--- src/rtl/cdc_pkg.sv ---
// Shared types and defaults for the fast-to-slow pulse stretcher (source side).
package cdc_pkg;

    typedef enum logic [1:0] {
        S_IDLE    = 2'd0,
        S_PULSE   = 2'd1,
        S_GAP     = 2'd2,
        S_ACK_LOW = 2'd3
    } state_t;

    localparam int DEF_STRETCH = 4;
    localparam int DEF_GAP     = 4;
    localparam int DEF_CNT_W   = 4;

    // Largest value a w-bit unsigned counter can hold.
    function automatic int unsigned sat_val(input int unsigned w);
        return (32'd1 << w) - 32'd1;
    endfunction

endpackage

--- src/rtl/cdc_sat_cnt.sv ---
// Up/down counter that saturates at its all-ones value and flags a dropped increment.
module cdc_sat_cnt
    import cdc_pkg::*;
#(
    parameter int W = DEF_CNT_W
) (
    input  logic         clk,
    input  logic         rst_n,
    input  logic         inc,
    input  logic         dec,
    output logic [W-1:0] cnt,
    output logic [W-1:0] cnt_next,
    output logic         drop
);

    localparam logic [W-1:0] SAT = W'(sat_val(W));

    logic [W-1:0] cnt_reg;

    // Simultaneous inc and dec cancel, so a full counter only drops when no dec arrives.
    always_comb begin
        cnt_next = cnt_reg;
        drop     = 1'b0;
        if (inc && !dec) begin
            if (cnt_reg == SAT) drop = 1'b1;
            else                cnt_next = cnt_reg + W'(1);
        end else if (dec && !inc && cnt_reg != '0) begin
            cnt_next = cnt_reg - W'(1);
        end
    end

    always_ff @(posedge clk or negedge rst_n) begin
        if (!rst_n) cnt_reg <= '0;
        else        cnt_reg <= cnt_next;
    end

    assign cnt = cnt_reg;

endmodule

--- src/rtl/cdc_pulse_stretch_tx.sv ---
// Source-domain pulse stretcher: queues clka events and emits STRETCH-wide, GAP-separated pulses.
// Optional handshake mode is enabled by defining CDC_PULSE_STRETCH_ACK_EN (adds ack_in).
module cdc_pulse_stretch_tx
    import cdc_pkg::*;
#(
    parameter int STRETCH = DEF_STRETCH,
    parameter int GAP     = DEF_GAP,
    parameter int CNT_W   = DEF_CNT_W
) (
    input  logic             clka,
    input  logic             rsta,
`ifdef CDC_PULSE_STRETCH_ACK_EN
    input  logic             ack_in,
`endif
    input  logic             ev_in,
    input  logic             clr_ovf,
    output logic             pulse_out,
    output logic [CNT_W-1:0] pending,
    output logic             busy,
    output logic             overflow
);

    localparam int TMAX = (STRETCH > GAP) ? STRETCH : GAP;
    localparam int TW   = (TMAX > 1) ? $clog2(TMAX) : 1;
    localparam logic [TW-1:0] STRETCH_LD = TW'(STRETCH - 1);
    localparam logic [TW-1:0] GAP_LD     = TW'(GAP - 1);

    state_t           state_reg, state_next;
    logic [TW-1:0]    timer_reg, timer_next;
    logic             pulse_reg, busy_reg, overflow_reg;
    logic             launch, drop;
    logic [CNT_W-1:0] pending_cnt, pending_next;

    cdc_sat_cnt #(.W(CNT_W)) u_pending (
        .clk      (clka),
        .rst_n    (rsta),
        .inc      (ev_in),
        .dec      (launch),
        .cnt      (pending_cnt),
        .cnt_next (pending_next),
        .drop     (drop)
    );

    // timer_reg counts down the remaining cycles of the current PULSE or GAP phase.
    always_comb begin
        state_next = state_reg;
        timer_next = timer_reg;
        launch     = 1'b0;
        case (state_reg)
            S_IDLE: begin
                timer_next = '0;
                if (pending_cnt != '0) begin
                    launch     = 1'b1;
                    state_next = S_PULSE;
                    timer_next = STRETCH_LD;
                end
            end
            S_PULSE: begin
                if (timer_reg != '0) begin
                    timer_next = timer_reg - TW'(1);
                end else begin
`ifdef CDC_PULSE_STRETCH_ACK_EN
                    if (ack_in) state_next = S_ACK_LOW;
`else
                    state_next = S_GAP;
                    timer_next = GAP_LD;
`endif
                end
            end
`ifdef CDC_PULSE_STRETCH_ACK_EN
            S_ACK_LOW: begin
                if (!ack_in) begin
                    state_next = S_GAP;
                    timer_next = GAP_LD;
                end
            end
`endif
            S_GAP: begin
                if (timer_reg != '0) begin
                    timer_next = timer_reg - TW'(1);
                end else if (pending_cnt != '0) begin
                    launch     = 1'b1;
                    state_next = S_PULSE;
                    timer_next = STRETCH_LD;
                end else begin
                    state_next = S_IDLE;
                    timer_next = '0;
                end
            end
            default: begin
                state_next = S_IDLE;
                timer_next = '0;
            end
        endcase
    end

    always_ff @(posedge clka or negedge rsta) begin
        if (!rsta) begin
            state_reg    <= S_IDLE;
            timer_reg    <= '0;
            pulse_reg    <= 1'b0;
            busy_reg     <= 1'b0;
            overflow_reg <= 1'b0;
        end else begin
            state_reg    <= state_next;
            timer_reg    <= timer_next;
            pulse_reg    <= (state_next == S_PULSE);
            busy_reg     <= (state_next != S_IDLE) || (pending_next != '0);
            // A drop on the same edge as a clear keeps the flag set.
            overflow_reg <= drop | (overflow_reg & ~clr_ovf);
        end
    end

    assign pulse_out = pulse_reg;
    assign pending   = pending_cnt;
    assign busy      = busy_reg;
    assign overflow  = overflow_reg;

endmodule

--- config.mk ---
export PLATFORM = sky130hd
export DESIGN_NAME = cdc_pulse_stretch_tx
export DESIGN_NICKNAME = d
export VERILOG_FILES = /design/src/rtl/cdc_pkg.sv /design/src/rtl/cdc_sat_cnt.sv /design/src/rtl/cdc_pulse_stretch_tx.sv
export SDC_FILE = /design/constraint.sdc
export NUM_CORES = 1
export LEC_CHECK = 0
export ABC_CLOCK_PERIOD_IN_PS = 5250
export CORE_AREA = 3 3 40 42
export CTS_CLUSTER_DIAMETER = 60
export CTS_CLUSTER_SIZE = 20
export DETAILED_ROUTE_END_ITERATION = 8
export DIE_AREA = 0 0 43 45
export GPL_ROUTABILITY_DRIVEN = 0
export PLACE_DENSITY_LB_ADDON = 0.05
export REMOVE_ABC_BUFFERS = 1
export SLEW_MARGIN = 30
export SYNTH_ARGS = -nofsm -noshare
export SYNTH_HDL_FRONTEND = slang
export SYNTH_SLANG_ARGS = --single-unit
--- constraint.sdc ---
create_clock -name clka -period 5.25 [get_ports clka]
set_input_delay 0.525 -clock clka [delete_from_list [all_inputs] [get_ports clka]]
set_output_delay 0.525 -clock clka [all_outputs]
set_load 0.03 [all_outputs]
==> run metrics, run 1 <==
status completed; Min-Delay Startpoint overflow; setup violators final 0; number of H-tree levels 1; 1st-iter DRT viols 18; slowest stage delay, CP roughly 530 ps; reg2reg path depth 7; first drt pass iteration count 4; worst hold path endpoint overflow; PwrDens around 620 nW/um^2; Syn Inst Count 72; number of global-route vias before repair 523; ant diodes 0; reg2reg setup slack ~2800 ps; multi-input logic area 344 sq um; CTS tree built; crit share post-route roughly 46%; Placed Instances 93; Routed WL roughly 1.3 mm; Avg Cell Area, Syn 9.24 sq um; fin area between 700 and 800 sq um; top-count cell post-synth dfrtp_1; nets@finish 91; initial antenna violation count 0; Yosys top cell area share between 40% and 50%; worst-margin pin slew approximately 460 ps; Post-DRT Antenna Nets 0; Tmin final around 2400 ps; fill count 120; Largest delay share family, worst path simple AND/OR/NAND/NOR gates; main flop type after synthesis dfrtp_1; drt wl/cell between 10 and 15 microns; CTS resizes 0; WHS 547 ps; Hold Vio Cnt, Final 0; # IOs 11; hold path cells 2; RSZ-0062 raised after global routing no; clock root buffer clkbuf_4; Worst slew margin a little under 70%; max_cap viols 0; HP Class reg -> reg; clock slew at reported path FFs 70 ps; Setup Crit Path Kind reg -> reg; Largest register FFs 4; Setup TNS 0 ps; maximum vdd ir drop ~0.36 mV; placed cell areas about 760 sq um; worst-skew pair later-pin latency approximately 270 ps; leakage power roughly 0.32 nW; YS warnings 0; vias per cell between 5 and 6; hold bufs inserted after CTS 0; hpwl dp between 1 and 1.5 mm; GRT Util Overall ~16%; Reg area between 200 and 300 sq um; Critical Path End Type flop; TritonCTS Sinks 11; Worst R2R End busy; CTS Buf Count 3; Crit path buffers/inverters 1; die height between 40 and 50 microns; pin count of the biggest net entering global routing 16; Layout area overhead 18.2%; DIE AREA ~1900 sq um; Mapped Area 666 sq um; row count 13; EDFF count, synth 0; slowest CP cell or4_1; Worst Path Max Fanout 9; skew final 7.69 ps; Synth area leader dfrtp_1; # port buffers 10; Core Region 1280 sq um; first-pass GRT wire length between 2 and 2.5 mm; sequential-to-total area share from yosys stat between 40% and 50%; postcts setup bufs 0; die width 43 microns; R2R Path Start timer_reg[0]; Synth async-reset ratio between 90% and 100%; CP arrival 2530 ps; Initial Utilization about half; Yosys cell types 32; #FFs+latches synth 11; gr ovfl total 0; Area contributors post-synth dfrtp_1 (41%), ha_1 (7.5%), a211oi_1 (3.4%); Core Util, Final 61.2%; layout cell share with drive strength beyond 1 between 4 and 5%; Slew Limit Fails 0; fmax between 0.4 and 0.5 GHz; most frequent cells after synthesis dfrtp_1 (11), inv_1 (6), nor2_1 (5); clk buf depth 2; # DRC 0; CP Cell Sequence inv_1, ha_1, nor2b_2, or3_1, o21ai_0, o22ai_1, or4_1; Critical Path RT around 5400 ps; final non-filler cell total 97; startpoint types flop; via count about 570
worst max path at each step:
| stage | from | end | slack, ps | cells past startpoint |
|---|---|---|---|---|
| final | timer_reg[0] | busy | 2850 | 7 |
| after global routing | timer_reg[0] | busy | 2680 | 7 |
| after CTS | timer_reg[0] | busy | 2860 | 7 |
| after detailed placement | ev_in | busy | 2630 | 6 |
| after global placement | ev_in | busy | 2660 | 6 |
| after floorplan | u_pending.cnt[0] | busy | 2880 | 7 |
metal layers:
layer / vias to the layer above / share of wire, % / global-route usage [%]
met5: - / 0 / 0
met4: 0 / 0.23 / 1.81
met3: 2 / 5.7 / 6.37
met2: 19 / 43 / 24.0
met1: 265 / 50 / 22.3
li1: 285 / - / -
stage by stage:
| stage | worst slack [ps] | power (mW) |
|---|---|---|
| after floorplan | 2880 | 0.341 |
| after CTS | 2860 | 0.489 |
| final | 2850 | 0.488 |
| after global placement | 2660 | 0.427 |
| after detailed placement | 2630 | 0.431 |
| after global routing | 2680 | 0.527 |
power breakdown:
group / total, mW / switching, mW / internal [mW]
logic: 0.263 / 0.150 / 0.114
registers: 0.168 / 0.0478 / 0.121
clock network: 0.0564 / 0.0270 / 0.0294
layout make-up:
| cell class | count | share of cell area (%) |
|---|---|---|
| Sequential cell | 11 | 35.0 |
| Multi-Input combinational cell | 51 | 43.7 |
| Clock buffer | 4 | 3.34 |
| Tap cell | 15 | 2.38 |
| Timing Repair Buffer | 10 | 12.7 |
| Inverter | 6 | 2.86 |
worst min-delay path, cell delays in order (launching register included):
cell and delay [ps]:
dfrtp_1 380, inv_1 50, o22ai_1 80
cells in the final DEF, fill, tap and decap left out, drive strengths merged:
cell type	synthesis	layout
nor4	2	2
nand4	2	2
clkbuf	2	4
a211o	1	1
o22ai	2	2
mux2i	1	1
xnor2	1	1
o211ai	1	1
and4b	1	1
a22oi	1	1
inv	6	6
mux2	1	1
a31oi	1	1
nor2b	1	1
nor3b	1	1
nand2	4	4
a21oi	1	1
nand3	2	2
clkdlybuf4s50	0	10
or3	1	1
o21a	1	1
ha	4	4
nor3	3	3
o31ai	2	2
nand2b	2	2
dfrtp	11	11
or4	2	2
nor2	5	5
nand3b	1	1
a211oi	3	3
o21ai	4	4
cells by family (layout without fill, tap and decap cells):
family	count (synthesis)	in the layout	share of synthesized area [%]
simple gates	27	27	22.7
compound gates	17	17	16.9
flops	11	11	41.4
buf+inv	10	20	6.95
fa+ha+maj	4	4	7.52
mux	2	2	3.20
xor+xnor	1	1	1.32
(Power assumes the default switching activity.)
==> inputs of run 2 (changes only) <==
--- a/config.mk
+++ b/config.mk
@@ -5,12 +5,12 @@
 export SDC_FILE = /design/constraint.sdc
 export NUM_CORES = 1
 export LEC_CHECK = 0
-export ABC_CLOCK_PERIOD_IN_PS = 5250
-export CORE_AREA = 3 3 40 42
+export ABC_CLOCK_PERIOD_IN_PS = 2100
+export CORE_MARGIN = 3
+export CORE_UTILIZATION = 45
 export CTS_CLUSTER_DIAMETER = 60
 export CTS_CLUSTER_SIZE = 20
 export DETAILED_ROUTE_END_ITERATION = 8
-export DIE_AREA = 0 0 43 45
 export GPL_ROUTABILITY_DRIVEN = 0
 export PLACE_DENSITY_LB_ADDON = 0.05
 export REMOVE_ABC_BUFFERS = 1
==> constraint.sdc (replaced) <==
create_clock -name clka -period 2.1 [get_ports clka]
set_input_delay 0.21 -clock clka [delete_from_list [all_inputs] [get_ports clka]]
set_output_delay 0.21 -clock clka [all_outputs]
set_load 0.03 [all_outputs]
==> run metrics, run 2 (same netlist as run 1, synthesis figures left out) <==
status complete, but fails checks; failing checks setup timing; Critical Path End Type flop; setup violators final 1 (+1); Core Region 1350 sq um (+5.1%); vias per cell 5.77 (-1.9%); Worst Path Max Fanout 7 (-2); maximum vdd ir drop 1.08 mV (+200%); clk buf depth 2 (unchanged); die width 44.5 microns (+3.4%); reg2reg setup slack -80 ps (-2930 ps); CP arrival 2330 ps (-200 ps); Critical Path RT 2250 ps (-3130 ps); CTS Buf Count 3 (unchanged); hold bufs inserted after CTS 0 (unchanged); skew final 4.64 ps (-3.05 ps); CTS tree built; CP Cell Sequence inv_1, ha_4, nor3b_4, or3_4, mux2_4, o211ai_1, or4_1; initial antenna violation count 0 (unchanged); nets@finish 104 (+14%); row count 13 (unchanged); Worst slew margin 64.9% (-4.0 points); leakage power 0.408 nW (+26%); Largest register FFs 4 (unchanged); crit share post-route 104% (+58 points); RSZ-0062 raised after global routing yes; Hold Vio Cnt, Final 0 (unchanged); layout cell share with drive strength beyond 1 27.4% (+22 points); ant diodes 0 (unchanged); Layout area overhead 42.3%; Post-DRT Antenna Nets 0 (unchanged); startpoint types flop; Slew Limit Fails 0 (unchanged); clock root buffer clkbuf_4; placed cell areas 851 sq um (+12%); most frequent cells in the layout buf_4 (13), dfrtp_1 (11), clkdlybuf4s50_1 (10); number of global-route vias before repair 595 (+14%); first drt pass iteration count 4 (unchanged); Routed WL 1.69 mm (+27%); via count 635 (+11%); hpwl dp 1.19 mm (+18%); number of H-tree levels 1 (unchanged); die height 44.5 microns (-1.2%); slowest CP cell or4_1; Tmin final 2180 ps (-220 ps); fmax 0.459 GHz (+10%); # IOs 11 (unchanged); Setup Crit Path Kind reg -> reg; HP Class in -> async; # DRC 0 (unchanged); # port buffers 10 (unchanged); PwrDens 1630 nW/um^2 (+160%); pin count of the biggest net entering global routing 15 (-1); commonest non-fill, non-tap cell in the layout buf_4; fin area 947 sq um (+20%); worst-skew pair later-pin latency 270 ps (about the same); Core Util, Final 70.2% (+8.9 points); DIE AREA 1980 sq um (+2.2%); drt wl/cell 15.4 microns (+12%); Initial Utilization 49.3% (-2.5 points); first-pass GRT wire length 2.62 mm (+12%); GRT Util Overall 18.3% (+2.5 points); clock slew at reported path FFs 80 ps (about the same); gr ovfl total 0 (unchanged); TritonCTS Sinks 11 (unchanged); worst setup margin -80.8 ps (-2930 ps); 1st-iter DRT viols 26 (+8); slowest stage delay, CP 520 ps (about the same); max_cap viols 0 (unchanged); worst-margin pin slew 525 ps (+60.1 ps)
-- run 2: changes by cell type in the layout (fill, tap and decap cells not counted), sizes merged --
cell / previous run / this run
buf: 0 / 13
-- run 2: final cells by class --
type                            instances  area (sq um)
Sequential cell                        11           275
Timing Repair Buffer                   23           198
Fill cell                             107           403
Clock buffer                            4          26.3
Multi-Input combinational cell         51           407
Tap cell                               15          18.8
Inverter                                6          22.5
-- run 2: final timing paths --
check                                  from          endpoint  cells after the start
max                        u_pending.cnt[0]              busy                      7
max in group asynchronous              rsta      timer_reg[0]                      1
min                                    rsta  u_pending.cnt[1]                      1
max reg2reg                u_pending.cnt[0]              busy                      7
min in group clka                   clr_ovf          overflow                      2
min reg2reg                        overflow          overflow                      2
-- run 2: metal layers --
metal  part of all wire [%]  global-route usage (%)  vias to the layer above
met1                     49                    25.5                      295
met3                    4.8                    3.66                        4
met2                     45                    27.5                       23
met4                    1.5                    7.23                        0
li1                       -                       -                      313
met5                      0                       0                        -
-- run 2: power breakdown --
part | total (mW) | internal [mW] | switching, mW | leakage (nW)
registers | 0.381 | 0.301 | 0.0798 | 0.126
logic | 1.01 | 0.494 | 0.514 | 0.267
clock network | 0.151 | 0.0736 | 0.0775 | 0.0150
-- run 2: through the flow --
stage | worst slack (ps) | hold WS, ps | setup TNS, ps | instances | power (mW)
after global placement | -74.4 | 532 | -74.4 | 105 | 1.21
after floorplan | -274 | -85.6 | -274 | 68 | 0.854
after global routing | -182 | 305 | -182 | 110 | 1.66
after detailed placement | -84.9 | 528 | -84.9 | 105 | 1.23
after CTS | 0.622 | 289 | 0 | 109 | 1.41
final | -80.8 | 276 | -80.8 | 110 | 1.54
-- run 2: timing repair --
| action | 4_1_cts | 5_1_grt |
|---|---|---|
| gates resized for setup | 3 | 10 |
| buffers inserted | 0 | 1 |
| pin swaps | 0 | 4 |
| endpoints found under the setup margin | 1 | 1 |
-- run 2: worst max-delay path, delay by kind of cell (launching register included) --
family / cells / cell delay (ps)
adders and majority gates: 1 / 170
and+or+nand+nor: 3 / 1120
buffers and inverters: 1 / 80
muxes: 1 / 220
DFF: 1 / 360
AOI/OAI and AO/OA: 1 / 100
==> inputs of run 3 (changes only) <==
--- a/config.mk
+++ b/config.mk
@@ -5,7 +5,7 @@
 export SDC_FILE = /design/constraint.sdc
 export NUM_CORES = 1
 export LEC_CHECK = 0
-export ABC_CLOCK_PERIOD_IN_PS = 2100
+export ABC_CLOCK_PERIOD_IN_PS = 1800
 export CORE_MARGIN = 3
 export CORE_UTILIZATION = 45
 export CTS_CLUSTER_DIAMETER = 60
==> constraint.sdc (replaced) <==
create_clock -name clka -period 1.8 [get_ports clka]
set_input_delay 0.18 -clock clka [delete_from_list [all_inputs] [get_ports clka]]
set_output_delay 0.18 -clock clka [all_outputs]
set_load 0.03 [all_outputs]
==> run metrics, run 3 (same netlist as run 1, synthesis figures left out) <==
status complete, but fails checks; failing checks setup timing; row count 13 (unchanged); reg2reg path depth 6 (-1); die height 44.5 microns (unchanged); commonest non-fill, non-tap cell in the layout buf_4; R2R Path Start u_pending.cnt[1]; worst setup margin -304 ps (-224 ps); Setup Crit Path Kind reg -> reg; clock root buffer clkbuf_4; Worst Path Max Fanout 5 (-2); PwrDens 1890 nW/um^2 (+16%); # DRC 0 (unchanged); skew final 14.7 ps (+10.1 ps); leakage power 0.447 nW (+9.5%); Worst slew margin 65.8% (+0.93 points); Routed WL 1.70 mm (+0.24%); Initial Utilization 49.3% (unchanged); most frequent cells in the layout buf_4 (22), dfrtp_1 (11), clkdlybuf4s50_1 (10); reg2reg setup slack -300 ps (-220 ps); drt wl/cell 14.3 microns (-7.3%); TritonCTS Sinks 11 (unchanged); first-pass GRT wire length 2.90 mm (+11%); # port buffers 10 (unchanged); first drt pass iteration count 4 (unchanged); initial antenna violation count 0 (unchanged); Placed Instances 114 (+8.6%); Logic pwr share 68.4% (+3.0 points); Post-DRT Antenna Nets 0 (unchanged); Largest register FFs 4 (unchanged); via count 680 (+7.1%); HP Class in -> async; maximum vdd ir drop 0.904 mV (-16%); setup violators final 2 (+1); crit share post-route 117% (+13 points); CTS tree built; final non-filler cell total 119 (+8.2%); clk buf depth 2 (unchanged); CTS Buf Count 3 (unchanged); Hold Vio Cnt, Final 0 (unchanged); clock share of power 9.3% (-0.5 points); pin count of the biggest net entering global routing 12 (-3); DIE AREA 1980 sq um (unchanged); clock slew at reported path FFs 90 ps (about the same); RSZ-0062 raised after global routing yes; worst-margin pin slew 511 ps (-13.9 ps); hold bufs inserted after CTS 0 (unchanged); CP arrival 2260 ps (-70 ps); Core Region 1350 sq um (unchanged); gr ovfl total 0 (unchanged); # IOs 11 (unchanged); Seq pwr share 22.3% (-2.5 points); Tmin final 2100 ps (-76.3 ps); GRT Util Overall 20.3% (+2.0 points); ant diodes 0 (unchanged); Critical Path End Type flop; worst-skew pair later-pin latency 280 ps (about the same); P_int 1.11 mW (+28%); layout cell share with drive strength beyond 1 35.6% (+8.2 points); Critical Path RT 1950 ps (-300 ps); hpwl dp 1.27 mm (+6.7%); Worst R2R End busy; fmax 0.475 GHz (+3.6%); Core Util, Final 75.3% (+5.2 points); Layout area overhead 52.8%; startpoint types flop; max_cap viols 0 (unchanged); number of global-route vias before repair 646 (+8.6%); Net Sw Frac 42.2% (-1.4 points); nets@finish 113 (+8.7%); Slew Limit Fails 0 (unchanged); P_sw 0.812 mW (+21%); number of H-tree levels 1 (unchanged); 1st-iter DRT viols 23 (-12%); vias per cell 5.71 (-1.0%); die width 44.5 microns (unchanged)
[run 3: cell count changes in the layout (fill, tap and decap cells not counted), sizes merged]
cell / change
buf: +9
[run 3: layout make-up]
cell class,instances,area [sq um]
Clock buffer,4,26.3
Fill cell,94,333
Inverter,6,22.5
Multi-Input combinational cell,51,409
Sequential cell,11,275
Tap cell,15,18.8
Timing Repair Buffer,32,265
[run 3: metrics by stage]
| step | hold WS (ps) | TNS, ps | total power [mW] | setup WS [ps] | area, sq um |
|---|---|---|---|---|---|
| floorplan | -116 | -907 | 0.996 | -574 | 642 |
| global placement | 531 | -360 | 1.54 | -340 | 918 |
| detailed placement | 532 | -385 | 1.56 | -362 | 918 |
| CTS | 247 | -290 | 1.76 | -290 | 952 |
| global route | 261 | -567 | 2.07 | -396 | 1020 |
| finish | 234 | -371 | 1.92 | -304 | 1020 |
[run 3: routing by layer]
layer	routed length [microns]	global-route usage (%)
met4	31	10.8
met3	110	4.47
met1	834	26.8
met5	0	0
met2	721	30.4
[run 3: worst max path at each step]
stage	start	to	slack [ps]	depth (start not counted)
after floorplan	u_pending.cnt[0]	busy	-570	7
after global placement	u_pending.cnt[0]	busy	-340	7
after detailed placement	u_pending.cnt[0]	busy	-360	7
after CTS	u_pending.cnt[0]	busy	-290	9
after global routing	u_pending.cnt[1]	busy	-400	6
final	u_pending.cnt[1]	busy	-300	6
[run 3: power by group through the flow]
stage	sequential (mW)	clock, mW	combinational [mW]
after floorplan	0.583	0	0.413
after global placement	0.412	0	1.13
after detailed placement	0.419	0	1.14
after CTS	0.415	0.180	1.16
after global routing	0.443	0.191	1.44
final	0.430	0.178	1.32
[run 3: worst max-delay path, cell delays in order (launching register included)]
cell     delay [ps]
dfrtp_1         400
buf_4           160
or4_1           530
nor3_2          140
o21a_1          140
o21ai_0         100
or4_1           520
[run 3: what timing repair did]
action	CTS	global route
pin swaps	1	6
setup buffers	0	1
gates resized for setup	2	13
endpoints found under the setup margin	2	3
